**config.mk**
```make
export PLATFORM = sky130hd
export DESIGN_NAME = vram_rect_fill_flat
export DESIGN_NICKNAME = d
export VERILOG_FILES = /design/src/rtl/vram_rect_fill_if.sv /design/src/rtl/vram_rect_fill.sv /design/src/flat_wrapper.sv
export SDC_FILE = /design/constraint.sdc
export NUM_CORES = 1
export LEC_CHECK = 0
export BUFFER_PORTS_ARGS = -buffer_cell sky130_fd_sc_hd__buf_2
export CAP_MARGIN = 30
export CORE_MARGIN = 2
export CORE_UTILIZATION = 45
export DETAILED_ROUTE_END_ITERATION = 7
export PLACE_DENSITY = 0.66
export RECOVER_POWER = 100
export REMOVE_ABC_BUFFERS = 1
export SLEW_MARGIN = 20
export SYNTH_ARGS = -nofsm -noshare
export SYNTH_HDL_FRONTEND = slang
export SYNTH_SLANG_ARGS = --single-unit
```
**constraint.sdc**
```tcl
create_clock -name clk -period 5.35 [get_ports clk]
set_input_delay 1.07 -clock clk [delete_from_list [all_inputs] [get_ports clk]]
set_output_delay 1.07 -clock clk [all_outputs]
set_load 0.05 [all_outputs]
```
**src/rtl/vram_rect_fill_if.sv**
```systemverilog
// rtl/vram_rect_fill_if.sv - register, CPU store and VRAM port A bundle for vram_rect_fill
// The master side is the register/CPU client and the VRAM sink; the slave side is the fill engine.
interface vram_rect_fill_if;
   logic        reg_we;
   logic [2:0]  reg_addr;
   logic [31:0] reg_wdata;
   logic [31:0] reg_rdata;
   logic        cpu_vram_we;
   logic [13:0] cpu_vram_addr;
   logic [31:0] cpu_vram_wdata;
   logic        vram_we;
   logic [13:0] vram_addr;
   logic [31:0] vram_wdata;
   logic        busy;
   logic        done_pulse;

   modport master (
      output reg_we, reg_addr, reg_wdata, cpu_vram_we, cpu_vram_addr, cpu_vram_wdata,
      input  reg_rdata, vram_we, vram_addr, vram_wdata, busy, done_pulse
   );

   modport slave (
      input  reg_we, reg_addr, reg_wdata, cpu_vram_we, cpu_vram_addr, cpu_vram_wdata,
      output reg_rdata, vram_we, vram_addr, vram_wdata, busy, done_pulse
   );
endinterface

```
**src/rtl/vram_rect_fill.sv**
```systemverilog
// rtl/vram_rect_fill.sv - rectangle-fill engine writing tile colours into VRAM port A
// CPU stores share the port and always win; the engine stalls in place while one is forwarded.
module vram_rect_fill #(
   parameter int COLS       = 80,
   parameter int ROWS       = 60,
   parameter int PAGE0_BASE = 2048,
   parameter int PAGE1_BASE = 6848
) (
   input logic             clk,
   input logic             rst,
   vram_rect_fill_if.slave bus
);

   typedef enum logic [1:0] {S_IDLE, S_SETUP, S_RUN, S_DONE} state_t;

   state_t      state_q, state_d;
   logic [6:0]  x0_q, x0_d;
   logic [5:0]  y0_q, y0_d;
   logic [6:0]  w_q, w_d;
   logic [5:0]  h_q, h_d;
   logic [31:0] color_q, color_d;
   logic        page_q, page_d;
   logic [31:0] color_w_q, color_w_d;
   logic        page_w_q, page_w_d;
   logic        sticky_q, sticky_d;
   logic [6:0]  col_q, col_d;
   logic [5:0]  row_q, row_d;
   logic [6:0]  weff_q, weff_d;
   logic [5:0]  heff_q, heff_d;
   logic [13:0] row_addr_q, row_addr_d;

   logic [6:0]  w_room, w_clip;
   logic [5:0]  h_room, h_clip;
   logic [13:0] y0_x80, page_base;
   logic        cfg_wr;

   // Clip the rectangle against the right and bottom screen edges.
   assign w_room    = 7'(COLS) - x0_q;
   assign h_room    = 6'(ROWS) - y0_q;
   assign w_clip    = (x0_q >= 7'(COLS)) ? 7'd0 : ((w_q < w_room) ? w_q : w_room);
   assign h_clip    = (y0_q >= 6'(ROWS)) ? 6'd0 : ((h_q < h_room) ? h_q : h_room);
   assign y0_x80    = ({8'd0, y0_q} << 6) + ({8'd0, y0_q} << 4);
   assign page_base = page_w_q ? 14'(PAGE1_BASE) : 14'(PAGE0_BASE);
   assign cfg_wr    = bus.reg_we && (state_q == S_IDLE);
   assign bus.busy  = (state_q != S_IDLE);

   always_ff @(posedge clk) begin
      if (rst) begin
         state_q    <= S_IDLE;
         x0_q       <= '0;
         y0_q       <= '0;
         w_q        <= '0;
         h_q        <= '0;
         color_q    <= '0;
         page_q     <= 1'b0;
         color_w_q  <= '0;
         page_w_q   <= 1'b0;
         sticky_q   <= 1'b0;
         col_q      <= '0;
         row_q      <= '0;
         weff_q     <= '0;
         heff_q     <= '0;
         row_addr_q <= '0;
      end else begin
         state_q    <= state_d;
         x0_q       <= x0_d;
         y0_q       <= y0_d;
         w_q        <= w_d;
         h_q        <= h_d;
         color_q    <= color_d;
         page_q     <= page_d;
         color_w_q  <= color_w_d;
         page_w_q   <= page_w_d;
         sticky_q   <= sticky_d;
         col_q      <= col_d;
         row_q      <= row_d;
         weff_q     <= weff_d;
         heff_q     <= heff_d;
         row_addr_q <= row_addr_d;
      end
   end

   always_comb begin
      state_d        = state_q;
      x0_d           = x0_q;
      y0_d           = y0_q;
      w_d            = w_q;
      h_d            = h_q;
      color_d        = color_q;
      page_d         = page_q;
      color_w_d      = color_w_q;
      page_w_d       = page_w_q;
      sticky_d       = sticky_q;
      col_d          = col_q;
      row_d          = row_q;
      weff_d         = weff_q;
      heff_d         = heff_q;
      row_addr_d     = row_addr_q;
      bus.vram_we    = bus.cpu_vram_we;
      bus.vram_addr  = bus.cpu_vram_addr;
      bus.vram_wdata = bus.cpu_vram_wdata;
      bus.done_pulse = 1'b0;

      if (cfg_wr) begin
         case (bus.reg_addr)
            3'd0: x0_d    = bus.reg_wdata[6:0];
            3'd1: y0_d    = bus.reg_wdata[5:0];
            3'd2: w_d     = bus.reg_wdata[6:0];
            3'd3: h_d     = bus.reg_wdata[5:0];
            3'd4: color_d = bus.reg_wdata;
            3'd5: begin
               page_d = bus.reg_wdata[1];
               if (bus.reg_wdata[0]) begin
                  state_d   = S_SETUP;
                  page_w_d  = bus.reg_wdata[1];
                  color_w_d = color_q;
               end
            end
            default: ;
         endcase
      end
      if (bus.reg_we && (bus.reg_addr == 3'd6) && bus.reg_wdata[1]) begin
         sticky_d = 1'b0;
      end

      case (state_q)
         S_SETUP: begin
            weff_d     = w_clip;
            heff_d     = h_clip;
            row_addr_d = page_base + y0_x80;
            col_d      = '0;
            row_d      = '0;
            state_d    = ((w_clip == 7'd0) || (h_clip == 6'd0)) ? S_DONE : S_RUN;
         end
         S_RUN: begin
            if (!bus.cpu_vram_we) begin
               bus.vram_we    = 1'b1;
               bus.vram_addr  = row_addr_q + {7'd0, x0_q} + {7'd0, col_q};
               bus.vram_wdata = color_w_q;
               if (col_q == weff_q - 7'd1) begin
                  col_d = '0;
                  if (row_q == heff_q - 6'd1) begin
                     state_d = S_DONE;
                  end else begin
                     row_d      = row_q + 6'd1;
                     row_addr_d = row_addr_q + 14'(COLS);
                  end
               end else begin
                  col_d = col_q + 7'd1;
               end
            end
         end
         S_DONE: begin
            bus.done_pulse = 1'b1;
            sticky_d       = 1'b1;
            state_d        = S_IDLE;
         end
         default: ;
      endcase
   end

   always_comb begin
      bus.reg_rdata = '0;
      case (bus.reg_addr)
         3'd0: bus.reg_rdata = {25'd0, x0_q};
         3'd1: bus.reg_rdata = {26'd0, y0_q};
         3'd2: bus.reg_rdata = {25'd0, w_q};
         3'd3: bus.reg_rdata = {26'd0, h_q};
         3'd4: bus.reg_rdata = color_q;
         3'd5: bus.reg_rdata = {30'd0, page_q, 1'b0};
         3'd6: bus.reg_rdata = {30'd0, sticky_q, bus.busy};
         default: bus.reg_rdata = '0;
      endcase
   end

endmodule

```
**src/flat_wrapper.sv**
```systemverilog
// flat-port wrapper written by rule: the top's interface ports become plain ports
module vram_rect_fill_flat 
#(
   parameter int COLS       = 80,
   parameter int ROWS       = 60,
   parameter int PAGE0_BASE = 2048,
   parameter int PAGE1_BASE = 6848
)
  (clk, rst, bus_reg_we, bus_reg_addr, bus_reg_wdata, bus_cpu_vram_we, bus_cpu_vram_addr, bus_cpu_vram_wdata, bus_reg_rdata, bus_vram_we, bus_vram_addr, bus_vram_wdata, bus_busy, bus_done_pulse);
  vram_rect_fill_if bus_i ();
  input logic clk;
  input logic rst;
  input wire logic [$bits(bus_i.reg_we)-1:0] bus_reg_we;
  input wire logic [$bits(bus_i.reg_addr)-1:0] bus_reg_addr;
  input wire logic [$bits(bus_i.reg_wdata)-1:0] bus_reg_wdata;
  input wire logic [$bits(bus_i.cpu_vram_we)-1:0] bus_cpu_vram_we;
  input wire logic [$bits(bus_i.cpu_vram_addr)-1:0] bus_cpu_vram_addr;
  input wire logic [$bits(bus_i.cpu_vram_wdata)-1:0] bus_cpu_vram_wdata;
  output wire logic [$bits(bus_i.reg_rdata)-1:0] bus_reg_rdata;
  output wire logic [$bits(bus_i.vram_we)-1:0] bus_vram_we;
  output wire logic [$bits(bus_i.vram_addr)-1:0] bus_vram_addr;
  output wire logic [$bits(bus_i.vram_wdata)-1:0] bus_vram_wdata;
  output wire logic [$bits(bus_i.busy)-1:0] bus_busy;
  output wire logic [$bits(bus_i.done_pulse)-1:0] bus_done_pulse;
  assign bus_i.reg_we = bus_reg_we;
  assign bus_i.reg_addr = bus_reg_addr;
  assign bus_i.reg_wdata = bus_reg_wdata;
  assign bus_i.cpu_vram_we = bus_cpu_vram_we;
  assign bus_i.cpu_vram_addr = bus_cpu_vram_addr;
  assign bus_i.cpu_vram_wdata = bus_cpu_vram_wdata;
  assign bus_reg_rdata = bus_i.reg_rdata;
  assign bus_vram_we = bus_i.vram_we;
  assign bus_vram_addr = bus_i.vram_addr;
  assign bus_vram_wdata = bus_i.vram_wdata;
  assign bus_busy = bus_i.busy;
  assign bus_done_pulse = bus_i.done_pulse;
  vram_rect_fill #(.COLS(COLS), .ROWS(ROWS), .PAGE0_BASE(PAGE0_BASE), .PAGE1_BASE(PAGE1_BASE)) u_core (.clk(clk), .rst(rst), .bus(bus_i));
endmodule
```
* Yosys cells after proc, flatten, opt, wreduce, memory -nomap -nowiden
Cells that the tools add are included.
** Storage, ports and cells
- Logic and storage cells :: 97
- Output and inout bits :: 81
- Register bits :: 135
** Cells by class
- Magnitude comparators :: 4
- Mux-type cells :: 33
- Add/sub/neg operators :: 11
- Equality and inequality tests :: 14
- Reduce and logical (&&, ||, !) cells :: 20
** Operators with widths (number)
- $pmux W32 S7 :: 1
- $mux W14 :: 5
- $mux W32 :: 2
- $mux W6 :: 5
- $add A14 B7 Y14 :: 2
- $mux W7 :: 4
- $pmux W14 S2 :: 1
- $add A14 B14 Y14 :: 1
- $add A14 B7 Y14 const B :: 1
- $pmux W7 S2 :: 1
- $reduce_and A2 Y1 :: 7
- $add A12 B10 Y13 :: 1
- $mux W13 :: 1
- $mux W2 :: 6
- $pmux W6 S2 :: 1
- $eq A3 B3 Y1 const B :: 3
- $add A7 B1 Y7 const B :: 1
- $eq A7 B7 Y1 :: 1
- $ge A7 B7 Y1 const B :: 1
- $logic_not A7 Y1 :: 1
- $lt A7 B7 Y1 :: 1
- $sub A7 B1 Y7 const B :: 1
- $sub A7 B7 Y7 const A :: 1
- $add A6 B1 Y6 const B :: 1
- 21 further kinds :: 32

* Depth between registers and ports, before layout
Gate-level depths: netlist of run 1.
- Depth in word-level cells :: 8
- Gate-level depth with buffers :: 14
- Gate-level depth less buffers :: 13

* Least setup slack after synthesis of run 1
OpenSTA, ideal clock, no wires.
- Path type :: register to output
- Start :: register u_core.col_q[1]
- End :: output bus_vram_addr[13]
- Required time :: 4280 ps
- Path slack :: 833 ps
- Arrival time :: 3447 ps
- Buffers on the path :: 0
- Stages on the path, launching flop included :: 12
- Cells stage by stage :: dfxtp_1 > ha_1 > ha_1 > inv_1 > fa_1 > nor2b_1 > o21ai_0 > a21boi_0 > o21ai_0 > a2111oi_0 > xnor2_1 > o21ai_0
** On the way
- Cells in the longest elaborated chain, start to end :: 3
** Ends and longest elaborated chain
- start: declaration :: RTL line vram_rect_fill.sv:26 : logic [6:0] col_q, col_d;
- start signal: assignment :: RTL line vram_rect_fill.sv:75 : col_q <= col_d;
- $add A14 B7 Y14 :: RTL line vram_rect_fill.sv:138 : bus.vram_addr = row_addr_q + {7'd0, x0_q} + {7'd0, col_q};
- $mux W14 :: RTL line vram_rect_fill.sv:136 : if (!bus.cpu_vram_we) begin
- $mux W14 :: RTL line vram_rect_fill.sv:126 : case (state_q)
- end: declaration :: RTL line flat_wrapper.sv:21 : output wire logic [$bits(bus_i.vram_addr)-1:0] bus_vram_addr;
No other way between the ends.

* Worst setup path in the final report of run 1
- Start :: input bus_cpu_vram_we
- End :: output bus_vram_wdata[0]
** On the way
- Cells in the longest elaborated chain, start to end :: 2
** Ends and longest elaborated chain
- start: declaration :: RTL line flat_wrapper.sv:16 : input wire logic [$bits(bus_i.cpu_vram_we)-1:0] bus_cpu_vram_we;
- $mux W32 :: RTL line vram_rect_fill.sv:136
- $mux W32 :: RTL line vram_rect_fill.sv:126
- end: declaration :: RTL line flat_wrapper.sv:22 : output wire logic [$bits(bus_i.vram_wdata)-1:0] bus_vram_wdata;
No other way between the ends.

==> flow_metrics.tcl, run 1 <==
set metrics [dict create \
    antenna_found_initial 0 \
    cap_viol_max_count 3 \
    insertion_delay_ps 420 \
    rsz0062_at_grt "false" \
    grt_pass1_vias 6854 \
    synthTopCellsByCount "nand2_1 (295), dfxtp_1 (131), a21oi_1 (106)" \
    syn_to_final_growth_pct 17.8 \
    synth_edf_count 0 \
    synthTopCellsByArea "dfxtp_1 (33%), nand2_1 (14%), a21oi_1 (6.7%)" \
    power_density_nw_per_um2 272 \
    status "finished with violations" \
    finalMaxSlewViolations 94 \
    clkTransAtPathRegs_ps 60 \
    synth_top_area_share 0.333 \
    async_reset_ff_frac 0 \
    finalSetupViolations 0 \
    finalCriticalPeriod_ps 4850 \
    gp_congestion 0.900 \
    ctsResizeCount 0 \
    grt_usage 0.237 \
    finish.net_count 1329 \
    vias_per_cell 5.33 \
    startpoint_type "input pin" \
    first_iter_violations 541 \
    num_rows 48 \
    drc_errors 0 \
    placed_cells 1407 \
    critPathArrivalTime_ps 3780 \
    synthesis.area_um2 7870 \
    cts_hold_buf 0 \
    violations "capacitance limit, slew limit" \
    cts_buffer_depth 2 \
    grt_max_degree 78 \
    die-area_um2 18600 \
    ys_seq_elements 131 \
    max_slew_margin -0.538 \
    skew_ps 11.7 \
    vdd_drop_max_mv 0.230 \
    worst_pin_slew_ps 2310 \
    num_vias 7665 \
    grt_pass1_wl_um 34800 \
    pre_cts_ws_ps 1190 \
    finalWirelength_um 21800 \
    tns_ps 0 \
    avgSynthCellArea_um2 7.35 \
    cts_inserted_buffers 17 \
    timing.hold.ws_ps 455 \
    hold_violations 0 \
    root_buffer "clkbuf_16" \
    grt_overflow 0 \
    post-route-period-util 0.906 \
    post_dp_cell_area_um2 8810 \
    yosysWarnings 0 \
    hold_class "flop to flop" \
    post_cts_buffers 0 \
    htree_num_levels 4 \
    synth-main-ff-cell "dfxtp_1" \
    slowest_delay_ps 1080 \
    path_common_cell "clkbuf_1" \
    crit_slowest_cell "clkbuf_1" \
    fin_ws_ps 503 \
    yosysUniqueCellTypes 61 \
    critPathMaxFanout 33 \
    die_h_um 136 \
    coreArea_um2 17200 \
    start_util 0.458 \
    endpoint_kind "output port" \
    ys_seq_area_frac 0.333 \
    p_leak_uw 0.00396 \
    dr.pass1.iters 7 \
    die_w_um 136 \
    synth.largest_area_cell "dfxtp_1" \
    fin_area_um2 9270 \
    timing_worst_setup_path_type "input pin to output port" \
    layout-drive-gt1-share 0.137 \
    crit_chain "clkbuf_1 > nand2b_1 > clkbuf_1 > nand2_1 > nand2_1 > clkbuf_1" \
    yosysMostFrequentCell "nand2_1" \
    fin_cells 1439 \
    port_buffers 165 \
    required_ps 4280 \
    diodes 0 \
    hpwl_um 15500 \
    wl_per_cell_um 15.1 \
    io_pins 166 \
    clock_sinks 131 \
    cts_tree "built" \
    ant_nets 0 \
    fmax_mhz 206 \
    syn_inst 1070 \
]
[kinds of logic (layout without fill, tap and decap cells)]
group	Yosys count	count (layout)	synth area share
AOI/OAI and AO/OA	213	213	0.159
xor gates and xnor gates	47	47	0.0523
adders and majority gates	43	43	0.0741
buffers and inverters	96	240	0.0480
DFF	131	131	0.333
muxes	37	37	0.0557
and+or+nand+nor	503	503	0.277
[state kept, by name (all words and copies together) (netlist names)]
name	flops
u_core.col_q	7
u_core.color_q	32
u_core.color_w_q	32
u_core.h_q	6
u_core.heff_q	6
u_core.page_q	1
u_core.page_w_q	1
u_core.row_addr_q	10
u_core.row_q	6
u_core.state_q	2
u_core.sticky_q	1
u_core.w_q	7
u_core.weff_q	7
u_core.x0_q	7
u_core.y0_q	6
[stage by stage]
step	utilization	total power, uW
finish	0.540	2530
floorplan	-	1290
CTS	0.546	2550
global placement	0.513	1430
detailed placement	0.513	1430
global route	0.540	2620
[report_power, final]
group	switching [uW]	total (uW)	internal, uW
clock network	462	1120	660
registers	22.6	1020	994
logic	278	388	110
total	763	2530	1760
[final cells by class]
type,count,area [um2]
clock buffers,20,447
clock inverters,12,121
fillers,1777,7900
inverters,31,116
multi-input cells,843,4860
flip-flops and latches,131,2620
well taps,225,282
repair buffers,177,828
[per-layer routing]
layer	track usage	share of wire	wire [um]	up-vias
li1	-	-	-	3881
met4	0.0613	0.013	277	0
met5	0	0	0	-
met2	0.383	0.46	10000	224
met1	0.321	0.47	10200	3541
met3	0.0515	0.059	1280	19
[worst max-delay path: cells and delay by family]
kind                   cells  cell delay [ps]
AND/OR/NAND/NOR            3             1010
buffers and inverters      3             1660
[cell usage in the layout, fill, tap and decap left out, types with 9 or more instances in the layout]
| cell type | Yosys | final |
|---|---|---|
| nand2_1 | 295 | 295 |
| dfxtp_1 | 131 | 131 |
| buf_2 | 2 | 113 |
| a21oi_1 | 106 | 106 |
| nor2_1 | 83 | 82 |
| clkbuf_1 | 59 | 60 |
| o21ai_0 | 39 | 39 |
| ha_1 | 37 | 37 |
| inv_1 | 31 | 31 |
| xnor2_1 | 29 | 29 |
| and2_1 | 30 | 28 |
| mux2i_1 | 28 | 28 |
| nand3_1 | 28 | 28 |
| xor2_1 | 18 | 18 |
| clkbuf_16 | 0 | 17 |
| nor3_1 | 13 | 13 |
| nand2b_1 | 10 | 10 |
| nand4_1 | 10 | 10 |
| a31oi_1 | 9 | 9 |
[path summary, 6_finish.rpt]
path / startpoint / slack, ps / depth (start not counted) / to
max: bus_cpu_vram_we / 500 / 6 / bus_vram_wdata[0]
min: u_core.color_w_q[13] / 450 / 2 / u_core.color_w_q[13]
min reg2reg: u_core.color_w_q[13] / 450 / 2 / u_core.color_w_q[13]
max reg2reg: u_core.state_q[1] / 840 / 8 / u_core.row_addr_q[8]
Note: power is estimated with default switching activity, not from simulation.
==> run 2: changes to the inputs <==
- clock period: 5.35 -> 5.8 ns (I/O delays scaled with it)
==> run 2 against run 1 <==
- the flow still finishes with violations (capacitance limit, slew limit)
- worst hold slack got worse by 1.1 ps
- worst setup slack improved by 190 ps
- clock power decreased by 6%
- first-iteration DRC count increased by 3.5%
- critical path depth unchanged
- wire length decreased by 1.4%
- utilization decreased by 0.13 points
- count of clock-buffer cells in the layout decreased by 3
- global-route usage decreased by 0.41 points
- sequential power decreased by 8%
- critical endpoint unchanged
- highest routed layer unchanged
==> flow_metrics.tcl, run 2 (synthesis gave the netlist of run 1 again) <==
set metrics [dict create \
    cts_buffer_depth 2 \
    power_density_nw_per_um2 253 \
    io_pins 166 \
    fin_area_um2 9250 \
    fmax_mhz 196 \
    status "finished with violations" \
    cap_viol_max_count 3 \
    layout.cells.most_common "nand2_1" \
    num_vias 7641 \
    layout-drive-gt1-share 0.114 \
    cts_hold_buf 0 \
    clock_sinks 131 \
    cts_tree "built" \
    endpoint_kind "output port" \
    crit_chain "clkbuf_1 > nand2b_1 > clkbuf_1 > nand2_1 > nand2_1 > clkbuf_1" \
    startpoint_type "input pin" \
    placed_cells 1406 \
    clockPowerShare 0.450 \
    grt_usage 0.233 \
    skew_ps 7.13 \
    reg.largest.list "u_core.color_q: 32 flops, u_core.color_w_q: 32 flops, u_core.row_addr_q: 10 flops" \
    fin_cells 1440 \
    timing_worst_setup_path_type "input pin to output port" \
    vias_per_cell 5.31 \
    violations "capacitance limit, slew limit" \
    dr.pass1.iters 5 \
    die_h_um 136 \
    clkTransAtPathRegs_ps 60 \
    die_w_um 136 \
    port_buffers 165 \
    holdPathEnd "u_core.color_w_q[20]" \
    crit_slowest_cell "clkbuf_1" \
    rsz0062_at_grt "false" \
    finalSetupViolations 0 \
    min-delay-start "u_core.color_w_q[20]" \
    finish.net_count 1329 \
    worst_pin_slew_ps 4030 \
    root_buffer "clkbuf_16" \
    power_frac_comb 0.150 \
    coreArea_um2 17200 \
    start_util 0.458 \
    r2r-start "u_core.state_q[1]" \
    post_dp_cell_area_um2 8810 \
    first_iter_violations 560 \
    grt_pass1_wl_um 34300 \
    netSwitchingPower_uw 755 \
    max_slew_margin -1.68 \
    hold_violations 0 \
    path_common_cell "clkbuf_1" \
    final_cell_mix "nand2_1 (295), dfxtp_1 (131), a21oi_1 (107), buf_2 (85), clkbuf_1 (85)" \
    post_cts_buffers 0 \
    r2r_setup_slack_ps 1040 \
    drc_errors 0 \
    finalMaxSlewViolations 135 \
    htree_num_levels 4 \
    p_int_uw 1590 \
    required_ps 4640 \
    finalCriticalPeriod_ps 5110 \
    critPathArrivalTime_ps 3950 \
    worstHoldPathCells 2 \
    p_leak_uw 0.00391 \
    syn_to_final_growth_pct 17.6 \
    grt_overflow 0 \
    die-area_um2 18600 \
    slowest_delay_ps 1130 \
    fin_ws_ps 693 \
    finalWirelength_um 21500 \
    grt_pass1_vias 6852 \
    antenna_found_initial 1 \
    r2r_cells 8 \
    ctsResizeCount 0 \
    seqPwrFrac 0.400 \
    post-route-period-util 0.881 \
    cts_inserted_buffers 17 \
    pre_cts_ws_ps 1500 \
    ant_nets 0 \
    num_rows 48 \
    gp_congestion 0.879 \
    grt_max_degree 91 \
    tns_ps 0 \
    hold_class "flop to flop" \
    insertion_delay_ps 430 \
    swShare 0.322 \
    wl_per_cell_um 14.9 \
    hpwl_um 15400 \
    critPathMaxFanout 33 \
    reg2reg_to "u_core.row_addr_q[8]" \
    vdd_drop_max_mv 0.198 \
]
## run 2: layout make-up
cell class | instances | area, um2
tap | 225 | 282
timing repair buffer | 177 | 795
clock inverter | 15 | 156
sequential | 131 | 2620
inverter | 31 | 116
antenna | 1 | 2.50
clock buffer | 17 | 425
fill | 1762 | 7930
multi-input combinational | 843 | 4850
## run 2: power groups by stage
stage	sequential (uW)	clock [uW]	combinational (uW)
3_5_place_dp	957	0	361
4_1_cts	937	1070	362
2_1_floorplan	950	0	239
6_report	938	1050	352
5_1_grt	940	1110	384
3_3_place_gp	957	0	357
## run 2: worst max-delay path, delay by kind of cell
kind                   cells  cell delay [ps]
buffers and inverters      3             1730
and+or+nand+nor            3             1030
## run 2: worst max-delay path by stage
stage / slack (ps) / depth (start not counted) / end / start
floorplan: 1120 / 2 / bus_vram_addr[5] / bus_cpu_vram_we
global placement: 1580 / 12 / bus_vram_addr[13] / u_core.x0_q[0]
detailed placement: 1500 / 12 / bus_vram_addr[13] / u_core.x0_q[0]
CTS: 1030 / 12 / bus_vram_addr[13] / u_core.x0_q[0]
global route: 360 / 6 / bus_vram_wdata[23] / bus_cpu_vram_we
finish: 690 / 6 / bus_vram_wdata[0] / bus_cpu_vram_we
## run 2: through the flow
step / total power, uW / hold slack [ps] / util
floorplan: 1190 / 431 / -
global placement: 1310 / 442 / 0.513
detailed placement: 1320 / 447 / 0.513
CTS: 2370 / 456 / 0.547
global route: 2430 / 474 / 0.539
finish: 2340 / 454 / 0.539
## run 2: metal layers
metal | share of wire | wire length, um | GRT usage
met1 | 0.47 | 10100 | 0.319
met2 | 0.46 | 9890 | 0.369
met3 | 0.055 | 1180 | 0.0444
met4 | 0.014 | 297 | 0.0758
met5 | 0 | 0 | 0
